<file path="src/rtl/hazard_unit_pkg.sv">
// Shared types and forwarding helpers for the 5-stage pipeline hazard resolver.
package hazard_unit_pkg;

    typedef enum logic [1:0] {
        RUN     = 2'b00,
        LDSTALL = 2'b01,
        DRAIN   = 2'b10,
        REDIR   = 2'b11
    } haz_state_t;

    localparam logic [1:0] FWD_RF = 2'b00;
    localparam logic [1:0] FWD_W  = 2'b01;
    localparam logic [1:0] FWD_M  = 2'b10;

    // Memory stage wins over Writeback because it holds the younger result.
    function automatic logic [1:0] fwdSelect(
        input logic [3:0] ra,
        input logic [3:0] wa3m,
        input logic       regWriteM,
        input logic [3:0] wa3w,
        input logic       regWriteW
    );
        logic [1:0] sel;
        sel = FWD_RF;
        if (regWriteM && (ra == wa3m))
            sel = FWD_M;
        else if (regWriteW && (ra == wa3w))
            sel = FWD_W;
        return sel;
    endfunction

endpackage

</file>
<file path="src/rtl/hazard_unit_sat_counter.sv">
// Saturating up-counter with synchronous clear; holds at all-ones instead of wrapping.
module sat_counter #(
    parameter int W = 32
) (
    input  logic         clk,
    input  logic         reset,
    input  logic         i_inc,
    input  logic         i_clr,
    output logic [W-1:0] o_count
);

    logic [W-1:0] r_count;

    always_ff @(posedge clk) begin
        if (!reset || i_clr)
            r_count <= '0;
        else if (i_inc && (r_count != '1))
            r_count <= r_count + W'(1);
    end

    assign o_count = r_count;

endmodule

</file>
<file path="src/rtl/hazard_unit.sv">
// Pipeline hazard resolver: forwarding selects, stall/flush controls, episode FSM,
// saturating performance counters and a consecutive-stall watchdog.
module hazard_unit #(
    parameter int CNT_W    = 32,
    parameter int WDOG_MAX = 64
) (
    input  logic             clk,
    input  logic             reset,
    input  logic [3:0]       RA1D,
    input  logic [3:0]       RA2D,
    input  logic [3:0]       RA1E,
    input  logic [3:0]       RA2E,
    input  logic [3:0]       WA3E,
    input  logic [3:0]       WA3M,
    input  logic [3:0]       WA3W,
    input  logic             RegWriteM,
    input  logic             RegWriteW,
    input  logic             MemtoRegE,
    input  logic             IgRnE,
    input  logic             PCSrcD,
    input  logic             PCSrcE,
    input  logic             PCSrcM,
    input  logic             PCSrcW,
    input  logic             BranchTakenE,
    input  logic             CntClr,
    output logic [1:0]       ForwardAE,
    output logic [1:0]       ForwardBE,
    output logic             StallF,
    output logic             StallD,
    output logic             FlushD,
    output logic             FlushE,
    output logic [1:0]       HazState,
    output logic [CNT_W-1:0] StallCnt,
    output logic [CNT_W-1:0] FlushCnt,
    output logic [CNT_W-1:0] FwdCnt,
    output logic             StallTimeout
);

    import hazard_unit_pkg::*;

    localparam int RUN_W = $clog2(WDOG_MAX + 1);
    localparam logic [RUN_W-1:0] RUN_MAX = RUN_W'(WDOG_MAX);

    logic       w_ldrStall;
    logic       w_pcWrPend;
    logic       w_redirect;
    haz_state_t r_state;
    haz_state_t w_nextState;

    assign w_ldrStall = MemtoRegE && ((RA1D == WA3E) || (RA2D == WA3E));
    assign w_pcWrPend = PCSrcD | PCSrcE | PCSrcM;
    assign w_redirect = BranchTakenE | PCSrcW;

    // Everything is held quiet while reset is low so no pipeline register moves.
    always_comb begin
        ForwardAE = FWD_RF;
        ForwardBE = FWD_RF;
        StallF    = 1'b0;
        StallD    = 1'b0;
        FlushD    = 1'b0;
        FlushE    = 1'b0;
        if (reset) begin
            ForwardAE = IgRnE ? FWD_RF : fwdSelect(RA1E, WA3M, RegWriteM, WA3W, RegWriteW);
            ForwardBE = fwdSelect(RA2E, WA3M, RegWriteM, WA3W, RegWriteW);
            StallD    = w_ldrStall;
            StallF    = w_ldrStall | w_pcWrPend;
            FlushD    = w_pcWrPend | PCSrcW | BranchTakenE;
            FlushE    = w_ldrStall | BranchTakenE;
        end
    end

    always_ff @(posedge clk) begin
        if (!reset)
            r_state <= RUN;
        else
            r_state <= w_nextState;
    end

    // Every state leaves through the same priority ladder: LDSTALL only persists on a
    // fresh load-use, DRAIN persists while a PC write is in flight, REDIR lasts one cycle.
    always_comb begin
        w_nextState = RUN;
        if (w_redirect)
            w_nextState = REDIR;
        else if (w_pcWrPend)
            w_nextState = DRAIN;
        else if (w_ldrStall)
            w_nextState = LDSTALL;
    end

    assign HazState = r_state;

    logic w_flushInc;
    logic w_fwdInc;

    assign w_flushInc = FlushD | FlushE;
    assign w_fwdInc   = (ForwardAE != FWD_RF) | (ForwardBE != FWD_RF);

    sat_counter #(.W(CNT_W)) u_stallCnt (
        .clk(clk), .reset(reset), .i_inc(StallF), .i_clr(CntClr), .o_count(StallCnt)
    );

    sat_counter #(.W(CNT_W)) u_flushCnt (
        .clk(clk), .reset(reset), .i_inc(w_flushInc), .i_clr(CntClr), .o_count(FlushCnt)
    );

    sat_counter #(.W(CNT_W)) u_fwdCnt (
        .clk(clk), .reset(reset), .i_inc(w_fwdInc), .i_clr(CntClr), .o_count(FwdCnt)
    );

    logic [RUN_W-1:0] r_runLen;
    logic [RUN_W-1:0] w_runNext;
    logic             r_timeout;

    always_comb begin
        w_runNext = '0;
        if (StallF)
            w_runNext = (r_runLen == RUN_MAX) ? RUN_MAX : r_runLen + RUN_W'(1);
    end

    // The flag latches on the edge where the run length first reaches the limit.
    always_ff @(posedge clk) begin
        if (!reset || CntClr) begin
            r_runLen  <= '0;
            r_timeout <= 1'b0;
        end else begin
            r_runLen <= w_runNext;
            if (w_runNext == RUN_MAX)
                r_timeout <= 1'b1;
        end
    end

    assign StallTimeout = r_timeout;

endmodule

</file>
<file path="config.mk">
export PLATFORM = sky130hd
export DESIGN_NAME = hazard_unit
export DESIGN_NICKNAME = d
export VERILOG_FILES = /design/src/rtl/hazard_unit_pkg.sv /design/src/rtl/hazard_unit_sat_counter.sv /design/src/rtl/hazard_unit.sv
export SDC_FILE = /design/constraint.sdc
export NUM_CORES = 1
export LEC_CHECK = 0
export BUFFER_PORTS_ARGS = -buffer_cell sky130_fd_sc_hd__buf_2
export CAP_MARGIN = 25
export CORE_ASPECT_RATIO = 1.1
export CORE_UTILIZATION = 30
export DETAILED_ROUTE_END_ITERATION = 7
export PLACE_DENSITY = 0.48
export SLEW_MARGIN = 20
export SYNTH_ARGS = -nofsm -noshare
export SYNTH_HDL_FRONTEND = slang
export SYNTH_SLANG_ARGS = --single-unit
export TNS_END_PERCENT = 20
</file>
<file path="constraint.sdc">
create_clock -name clk -period 6.4 [get_ports clk]
set_clock_uncertainty 0.2 [all_clocks]
set_input_delay 0.64 -clock clk [delete_from_list [all_inputs] [get_ports clk]]
set_output_delay 0.64 -clock clk [all_outputs]
set_load 0.02 [all_outputs]
</file>
==> results of run 1 <==
[cell usage after synthesis, types with 3 or more instances]
cell type | n | area share [%]
buf_2 | 6 | 0.54
mux2i_1 | 11 | 2.0
inv_1 | 16 | 1.1
a21oi_1 | 27 | 2.4
o31a_1 | 3 | 0.47
xnor2_1 | 25 | 3.9
and4_1 | 6 | 0.95
clkbuf_1 | 18 | 1.2
xor2_1 | 60 | 9.5
or4_1 | 12 | 1.6
nand2_1 | 51 | 3.4
nor3b_2 | 3 | 0.68
ha_1 | 5 | 1.1
nor2_1 | 81 | 5.5
and3_1 | 24 | 2.7
o21ai_0 | 14 | 1.3
dfxtp_1 | 106 | 38
or3_1 | 15 | 1.7
buf_6 | 4 | 0.81
nor4_1 | 15 | 1.7
o21a_1 | 3 | 0.41
nand3_1 | 40 | 3.6
nand2b_1 | 13 | 1.5
and2_1 | 7 | 0.79
nand4_1 | 37 | 4.2
nor2b_1 | 4 | 0.45
o31ai_1 | 13 | 1.8
nor3_1 | 9 | 0.81
[critical path: cells and delay by family]
| kind | cells | cell delay (ps) |
|---|---|---|
| AO/OA/AOI/OAI | 1 | 610 |
| buffers and inverters | 4 | 580 |
| AND/OR/NAND/NOR | 2 | 400 |
| XOR/XNOR | 1 | 170 |
[stage by stage]
step	utilization [%]	hold slack, ps	power [mW]	std cells	area [sq um]
2_1_floorplan	-	253.2	0.7286	659	5550
3_3_place_gp	35.90	256.1	0.7600	1016	6437
3_5_place_dp	35.99	260.4	0.7619	1018	6454
4_1_cts	37.61	280.1	1.322	1034	6744
5_1_grt	37.61	311.6	1.355	1034	6744
6_report	37.61	276.5	1.303	1034	6744
[where the power goes]
| part | internal [mW] | switching, mW |
|---|---|---|
| Clock | 0.290 | 0.268 |
| Combinational | 0.0290 | 0.0530 |
| Sequential | 0.661 | 0.00260 |
| Total | 0.980 | 0.323 |
[path summary, 6_finish.rpt]
check             cells past startpoint  slack (ps)                    to
hold reg to reg                       2         280          StallTimeout
setup / recovery                      8        3170                StallF
hold / removal                        2         280          StallTimeout
setup reg to reg                      7        3370  u_fwdCnt.o_count[19]
[logic make-up (layout without fill, tap and decap cells)]
group / after synthesis / count (layout) / synth area share (%)
adders and majority gates: 5 / 5 / 1.127
DFF: 106 / 106 / 38.23
and+or+nand+nor: 330 / 330 / 31.90
muxes: 11 / 11 / 1.984
xor gates and xnor gates: 85 / 85 / 13.41
buffers and inverters: 46 / 183 / 4.080
AOI/OAI and AO/OA: 76 / 76 / 9.265
[area by class of cell]
class                   count  area (sq um)  share of cell area (%)
repair buffers            151         769.5                   11.41
well taps                 238         297.8                   4.416
clock inverters             4         33.78                  0.5009
clock buffers              12         256.5                   3.803
inverters                  16         60.06                  0.8905
multi-input cells         507          3204                   47.51
flip-flops and latches    106          2122                   31.47
[layer usage]
layer | part of all wire (%) | track usage [%]
met1 | 46 | 19.39
met2 | 48 | 28.35
met3 | 4.0 | 3.239
met4 | 1.7 | 6.610
met5 | 0 | 0
[sequential cells by signal, indices dropped and copies added, names as in the netlist]
register / flops
HazState: 2
u_stallCnt.o_count: 32
u_flushCnt.o_count: 32
r_runLen: 7
u_fwdCnt.o_count: 32
StallTimeout: 1
==> results_dict.tcl, run 1 <==
set metrics [dict create \
    hold_violations 0 \
    arrival_ps 2390 \
    avgViaCountPerCell 5.040 \
    cts_tree "done" \
    vias 5211 \
    fmax_ghz 0.3097 \
    num_antenna_cells 0 \
    syn_area_sq_um 5550 \
    drt_first_pass_iters 4 \
    grt_use_total_pct 16.16 \
    synth-seq-cells 106 \
    clk_pin_slew_worst_paths_ps 70 \
    wl_per_cell_um 14.73 \
    syn-num-nets 704 \
    worst_slack_ps 3171 \
    grt_pass1_wl_mm 24.55 \
    slew_violations 0 \
    dieArea_sq_um 19050 \
    ys_seq_area_share_pct 38.23 \
    finalSetupViolations 0 \
    io_pins 147 \
    ys.flop_type "dfxtp_1" \
    synthCells 659 \
    powerDensity_nw_per_um2 193.2 \
    first_global_vias 4880 \
    critPathLaunch "WA3E[2]" \
    required_ps 5560 \
    initial_core_util_pct 30.95 \
    synthArstFlopShare_pct 0 \
    numCtsBuffers 9 \
    peakVddDrop_v 0.0001239 \
    tns_ps 0 \
    ys.warnings.count 0 \
    fillCellCount 1912 \
    area_delta_synth_final_pct 21.51 \
    clk_latency_ps 360 \
    ctsRootBufferMaster "clkbuf_16" \
    rsz0062_at_grt "no" \
    hold_start "StallTimeout" \
    synth_edf_count 0 \
    cts_max_path_buffers 2 \
    max_slew_margin_pct 39.34 \
    cp-end-kind "output pin" \
    routabilityCongestion 0.7834 \
    hold_buffers 0 \
    tightest_slew_ps 909.9 \
    layout-drive-gt1-share_pct 22.86 \
    crit_path_start_kind "input pin" \
    final_cell_mix "buf_2, dfxtp_1, nor2_1" \
    antenna_found_initial 0 \
    drcViolationCount 0 \
    grt_max_degree 50 \
    cp_max_fo 8 \
    overflow 0 \
    wirelength_mm 15.23 \
    leakage_nw 2.662 \
    maxCapViolCount 0 \
    synth.distinct_cells 55 \
    status "completed" \
    worstHoldPathType "flip-flop to flip-flop" \
    cts_sinks 106 \
    synth.avg_cell_area_sq_um 8.422 \
    critPathSlowestCell "o211ai_1" \
    nNetsFinal 836 \
    path_class "input pin to output pin" \
    portBuffers 146 \
    period_needed_ps 3229 \
    cts_resized 0 \
    cp_cell_sequence "buf_2, xor2_1, nor4_1, o211ai_1, inv_1, nor2_1, inv_1, buf_2" \
    die_h_um 144.7 \
    cts_setup_buffers 0 \
    rows 51 \
    drt_iter0_markers 162 \
    cp_slowest_stage_delay_ps 610 \
    timing.rr.start "u_fwdCnt.o_count[13]" \
    die_x_um 131.7 \
    final_common_cell "buf_2" \
    hpwl_mm 11.15 \
    dp_slack_ps 3091 \
    fin_crit_sh_pct 50.45 \
    h-tree-depth 3 \
    core_sq_um 17930 \
    drtAntennaViolNets 0 \
]
Power figures use the tool's default switching activity.
==> run 2, diff against run 1 <==
==> constraint.sdc (replaced) <==
create_clock -name clk -period 3.37 [get_ports clk]
set_clock_uncertainty 0.2 [all_clocks]
set_input_delay 0.337 -clock clk [delete_from_list [all_inputs] [get_ports clk]]
set_output_delay 0.337 -clock clk [all_outputs]
set_load 0.02 [all_outputs]
==> run 2 against run 1 <==
  * First-iteration DRC count increased by 37%
  * Sequential power increased by 90%
  * Worst setup slack got worse by 2600 ps
  * Utilization increased by 0.48 points
  * Cell count increased by 0.97%
  * Non-clock buffer count increased by 10
  * Die area unchanged
  * Final area increased by 1.3%
==> results_dict.tcl, run 2 (same netlist as run 1, synthesis figures left out) <==
set metrics [dict create \
    hold_violations 0 \
    slew_violations 0 \
    cts_resized 0 \
    hold_buffers 0 \
    cts_max_path_buffers 2 \
    cp_max_fo 18 \
    first_global_vias 5018 \
    overflow 0 \
    io_pins 147 \
    worstHoldPathType "input pin to flip-flop" \
    grt_pass1_wl_mm 25.02 \
    fillCellCount 1888 \
    worst_slack_ps 549.0 \
    cts_tree "done" \
    tightest_slew_ps 735.2 \
    grt_use_total_pct 16.34 \
    wl_per_cell_um 14.71 \
    area_delta_synth_final_pct 23.06 \
    routabilityCongestion 0.8119 \
    numCtsBuffers 9 \
    cts_setup_buffers 0 \
    final_cell_mix "buf_2, dfxtp_1, nor2_1" \
    fin_crit_sh_pct 83.71 \
    finalSetupViolations 0 \
    dp_slack_ps 549.1 \
    drt_first_pass_iters 4 \
    status "completed" \
    tns_ps 0 \
    hold_ws_ps 71.26 \
    portBuffers 146 \
    rows 51 \
    die_x_um 131.7 \
    dieArea_sq_um 19050 \
    nNetsFinal 846 \
    num_antenna_cells 0 \
    die_h_um 144.7 \
    wirelength_mm 15.36 \
    vias 5265 \
    clk_pin_slew_worst_paths_ps 80 \
    ctsRootBufferMaster "clkbuf_16" \
    drt_iter0_markers 222 \
    rsz0062_at_grt "no" \
    initial_core_util_pct 30.95 \
    max_slew_margin_pct 50.66 \
    peakVddDrop_v 0.0002593 \
    avgViaCountPerCell 5.043 \
    drtAntennaViolNets 0 \
    dpl_cell_area_sq_um 6528 \
    cp-end-kind "flip-flop" \
    core_sq_um 17930 \
    cts_sinks 106 \
    leakage_nw 2.716 \
    clk_latency_ps 360 \
    arrival_ps 2860 \
    h-tree-depth 3 \
    crit_path_start_kind "flip-flop" \
    finalPower_mw 2.524 \
    required_ps 3400 \
    period_needed_ps 2821 \
    hpwl_mm 11.21 \
    grt_max_degree 55 \
    powerDensity_nw_per_um2 369.5 \
    maxCapViolCount 0 \
    antenna_found_initial 0 \
    final_common_cell "buf_2" \
    fmax_ghz 0.3545 \
    path_class "flip-flop to flip-flop" \
    drcViolationCount 0 \
    layout-drive-gt1-share_pct 23.82 \
    finalInstanceArea_sq_um 6830 \
]
==> run 2: critical path, cell delays in order, from the launching register on <==
cell and delay [ps]:
dfxtp_1 440, nand4_2 150, or2_1 290, or4_4 590, nor3_4 590, buf_4 250, nor4_2 50, mux2i_1 130
==> run 2: final timing paths <==
check        cells after the start                 start  slack, ps                    to
max reg2reg                      7  u_fwdCnt.o_count[13]        550  u_fwdCnt.o_count[27]
max                              7  u_fwdCnt.o_count[13]        550  u_fwdCnt.o_count[27]
min                              3                PCSrcW         70           HazState[0]
min reg2reg                      2          StallTimeout        280          StallTimeout
==> run 2: layer usage <==
| metal | global-route usage [%] | routed length, um |
|---|---|---|
| met5 | 0 | 0 |
| met4 | 7.099 | 272 |
| met3 | 2.891 | 758 |
| met2 | 28.46 | 7412 |
| met1 | 19.85 | 6916 |
==> run 2: through the flow <==
stage	util, %	instances
2_1_floorplan	-	659
3_3_place_gp	36.40	1028
3_5_place_dp	36.40	1028
4_1_cts	38.09	1044
5_1_grt	38.09	1044
6_report	38.09	1044
==> run 2: where the power goes <==
group / switching, mW / internal (mW) / leakage [nW] / total [mW]
Sequential: 0.00485 / 1.26 / 0.855 / 1.26
Combinational: 0.102 / 0.0604 / 1.71 / 0.162
Clock: 0.499 / 0.602 / 0.147 / 1.10
Total: 0.606 / 1.92 / 2.72 / 2.52
==> run 2: cell type report <==
class / instances / area [sq um] / share of cell area [%]
clock buffer: 11 / 242.7 / 3.554
clock inverter: 5 / 60.06 / 0.8793
inverter: 16 / 60.06 / 0.8793
multi-input combinational: 507 / 3204 / 46.91
sequential: 106 / 2122 / 31.07
tap: 238 / 297.8 / 4.360
timing repair buffer: 161 / 843.3 / 12.35
==> run 3, diff against run 2 <==
==> constraint.sdc (replaced) <==
create_clock -name clk -period 2.9 [get_ports clk]
set_clock_uncertainty 0.2 [all_clocks]
set_input_delay 0.29 -clock clk [delete_from_list [all_inputs] [get_ports clk]]
set_output_delay 0.29 -clock clk [all_outputs]
set_load 0.02 [all_outputs]
==> run 3 against run 2 <==
  * Die area is the same
  * Final area grew 1.1%
  * Via count grew 0.66%
  * Critical path depth grew 1
  * Clock power grew 31%
  * Sequential share of layout area shrank 0.33 points
  * Critical path type unchanged
  * Critical endpoint is now u_fwdCnt.o_count[5]
==> results_dict.tcl, run 3 (same netlist as run 1, synthesis figures left out) <==
set metrics [dict create \
    clk_latency_ps 350 \
    met1Wirelength_mm 7.012 \
    leakage_nw 2.762 \
    numCtsBuffers 9 \
    cts_resized 0 \
    cp-end-kind "flip-flop" \
    powerDensity_nw_per_um2 447.1 \
    final_common_cell "buf_2" \
    die_h_um 144.7 \
    required_ps 2920 \
    cts_setup_buffers 0 \
    timing.rr.start "u_fwdCnt.o_count[13]" \
    drt_iter0_markers 201 \
    drt_first_pass_iters 4 \
    fillCellCount 1885 \
    ctsRootBufferMaster "clkbuf_16" \
    grt_max_degree 44 \
    initial_core_util_pct 30.95 \
    clk_pin_slew_worst_paths_ps 80 \
    dp.cells 1032 \
    vias 5300 \
    peakVddDrop_v 0.0003513 \
    met2_length_mm 7.595 \
    drtAntennaViolNets 0 \
    r2r_slack_ps 290 \
    overflow 0 \
    fin_cells 1048 \
    period_needed_ps 2613 \
    cp_cell_sequence "nand4_2, or2_1, or4_4, nor3_4, buf_4, buf_4, or4_1, a21oi_1" \
    cts_tree "done" \
    finalSetupViolations 0 \
    tns_ps 0 \
    tightest_slew_ps 801.8 \
    antenna_found_initial 0 \
    finalInstanceArea_sq_um 6904 \
    top_layer_used "met4" \
    arrival_ps 2630 \
    nNetsFinal 850 \
    worstHoldPathType "input pin to flip-flop" \
    core_sq_um 17930 \
    die_x_um 131.7 \
    rsz0062_at_grt "no" \
    hold_start "PCSrcW" \
    critPathLaunch "u_fwdCnt.o_count[13]" \
    num_antenna_cells 0 \
    h-tree-depth 3 \
    cts_max_path_buffers 2 \
    status "completed" \
    dieArea_sq_um 19050 \
    dr_wl_met3_um 649 \
    wirelength_mm 15.51 \
    hold_violations 0 \
    first_global_vias 5088 \
    crit_path_frequent_cell "buf_4" \
    crit_path_start_kind "flip-flop" \
    grt_use_total_pct 16.51 \
    hpwl_mm 11.47 \
    hold_buffers 0 \
    final_cell_mix "buf_2, dfxtp_1, nor2_1" \
    slew_violations 0 \
    cp_slowest_stage_delay_ps 600 \
    fmax_ghz 0.3826 \
    grt_pass1_wl_mm 25.45 \
    max_slew_margin_pct 46.31 \
    path_class "flip-flop to flip-flop" \
    critPathSlowestCell "or4_4" \
    wl_per_cell_um 14.80 \
    portBuffers 146 \
    layout-drive-gt1-share_pct 24.32 \
    cts_sinks 106 \
    drcViolationCount 0 \
    avgViaCountPerCell 5.057 \
    routabilityCongestion 0.8233 \
    area_delta_synth_final_pct 24.39 \
    io_pins 147 \
    hold_ws_ps 15.52 \
    maxCapViolCount 0 \
    rows 51 \
    cp_max_fo 16 \
    final_util_pct 38.50 \
    dpl_cell_area_sq_um 6558 \
    fin_crit_sh_pct 90.12 \
]
## run 3: final timing paths
kind | to | cells after the start
max | u_fwdCnt.o_count[5] | 8
min | HazState[0] | 3
max reg2reg | u_fwdCnt.o_count[5] | 8
min reg2reg | StallTimeout | 2
## run 3: power by group
group / internal (mW) / leakage [nW] / switching (mW) / total (mW)
Combinational: 0.0696 / 1.74 / 0.117 / 0.186
Sequential: 1.46 / 0.855 / 0.00583 / 1.46
Clock: 0.853 / 0.171 / 0.583 / 1.44
## run 3: layer usage
| metal | vias to the layer above | global-route usage [%] |
|---|---|---|
| met5 | - | 0 |
| met4 | 0 | 6.793 |
| met3 | 18 | 2.891 |
| met2 | 120 | 28.99 |
| met1 | 2530 | 20.04 |
| li1 | 2632 | - |
## run 3: final cells by class
class                           count  area (sq um)  share of cell area (%)
Multi-Input combinational cell    507          3204                   46.41
Sequential cell                   106          2122                   30.74
Timing Repair Buffer              165         873.3                   12.65
Tap cell                          238         297.8                   4.313
Clock buffer                        9         225.2                   3.262
Clock inverter                      7         121.4                   1.758
Inverter                           16         60.06                  0.8699
## run 3: stage by stage
stage	total power [mW]	setup slack (ps)
5_1_grt	3.228	144.2
3_3_place_gp	1.684	346.2
3_5_place_dp	1.687	264.9
4_1_cts	3.141	285.2
2_1_floorplan	1.608	254.3
6_report	3.087	286.5
## run 3: worst max-delay path: cells and delay by family, from the launching register on
family / cells / cell delay [ps]
buffers and inverters: 2 / 410
flip-flops: 1 / 440
AO/OA/AOI/OAI: 1 / 60
AND/OR/NAND/NOR: 5 / 1350
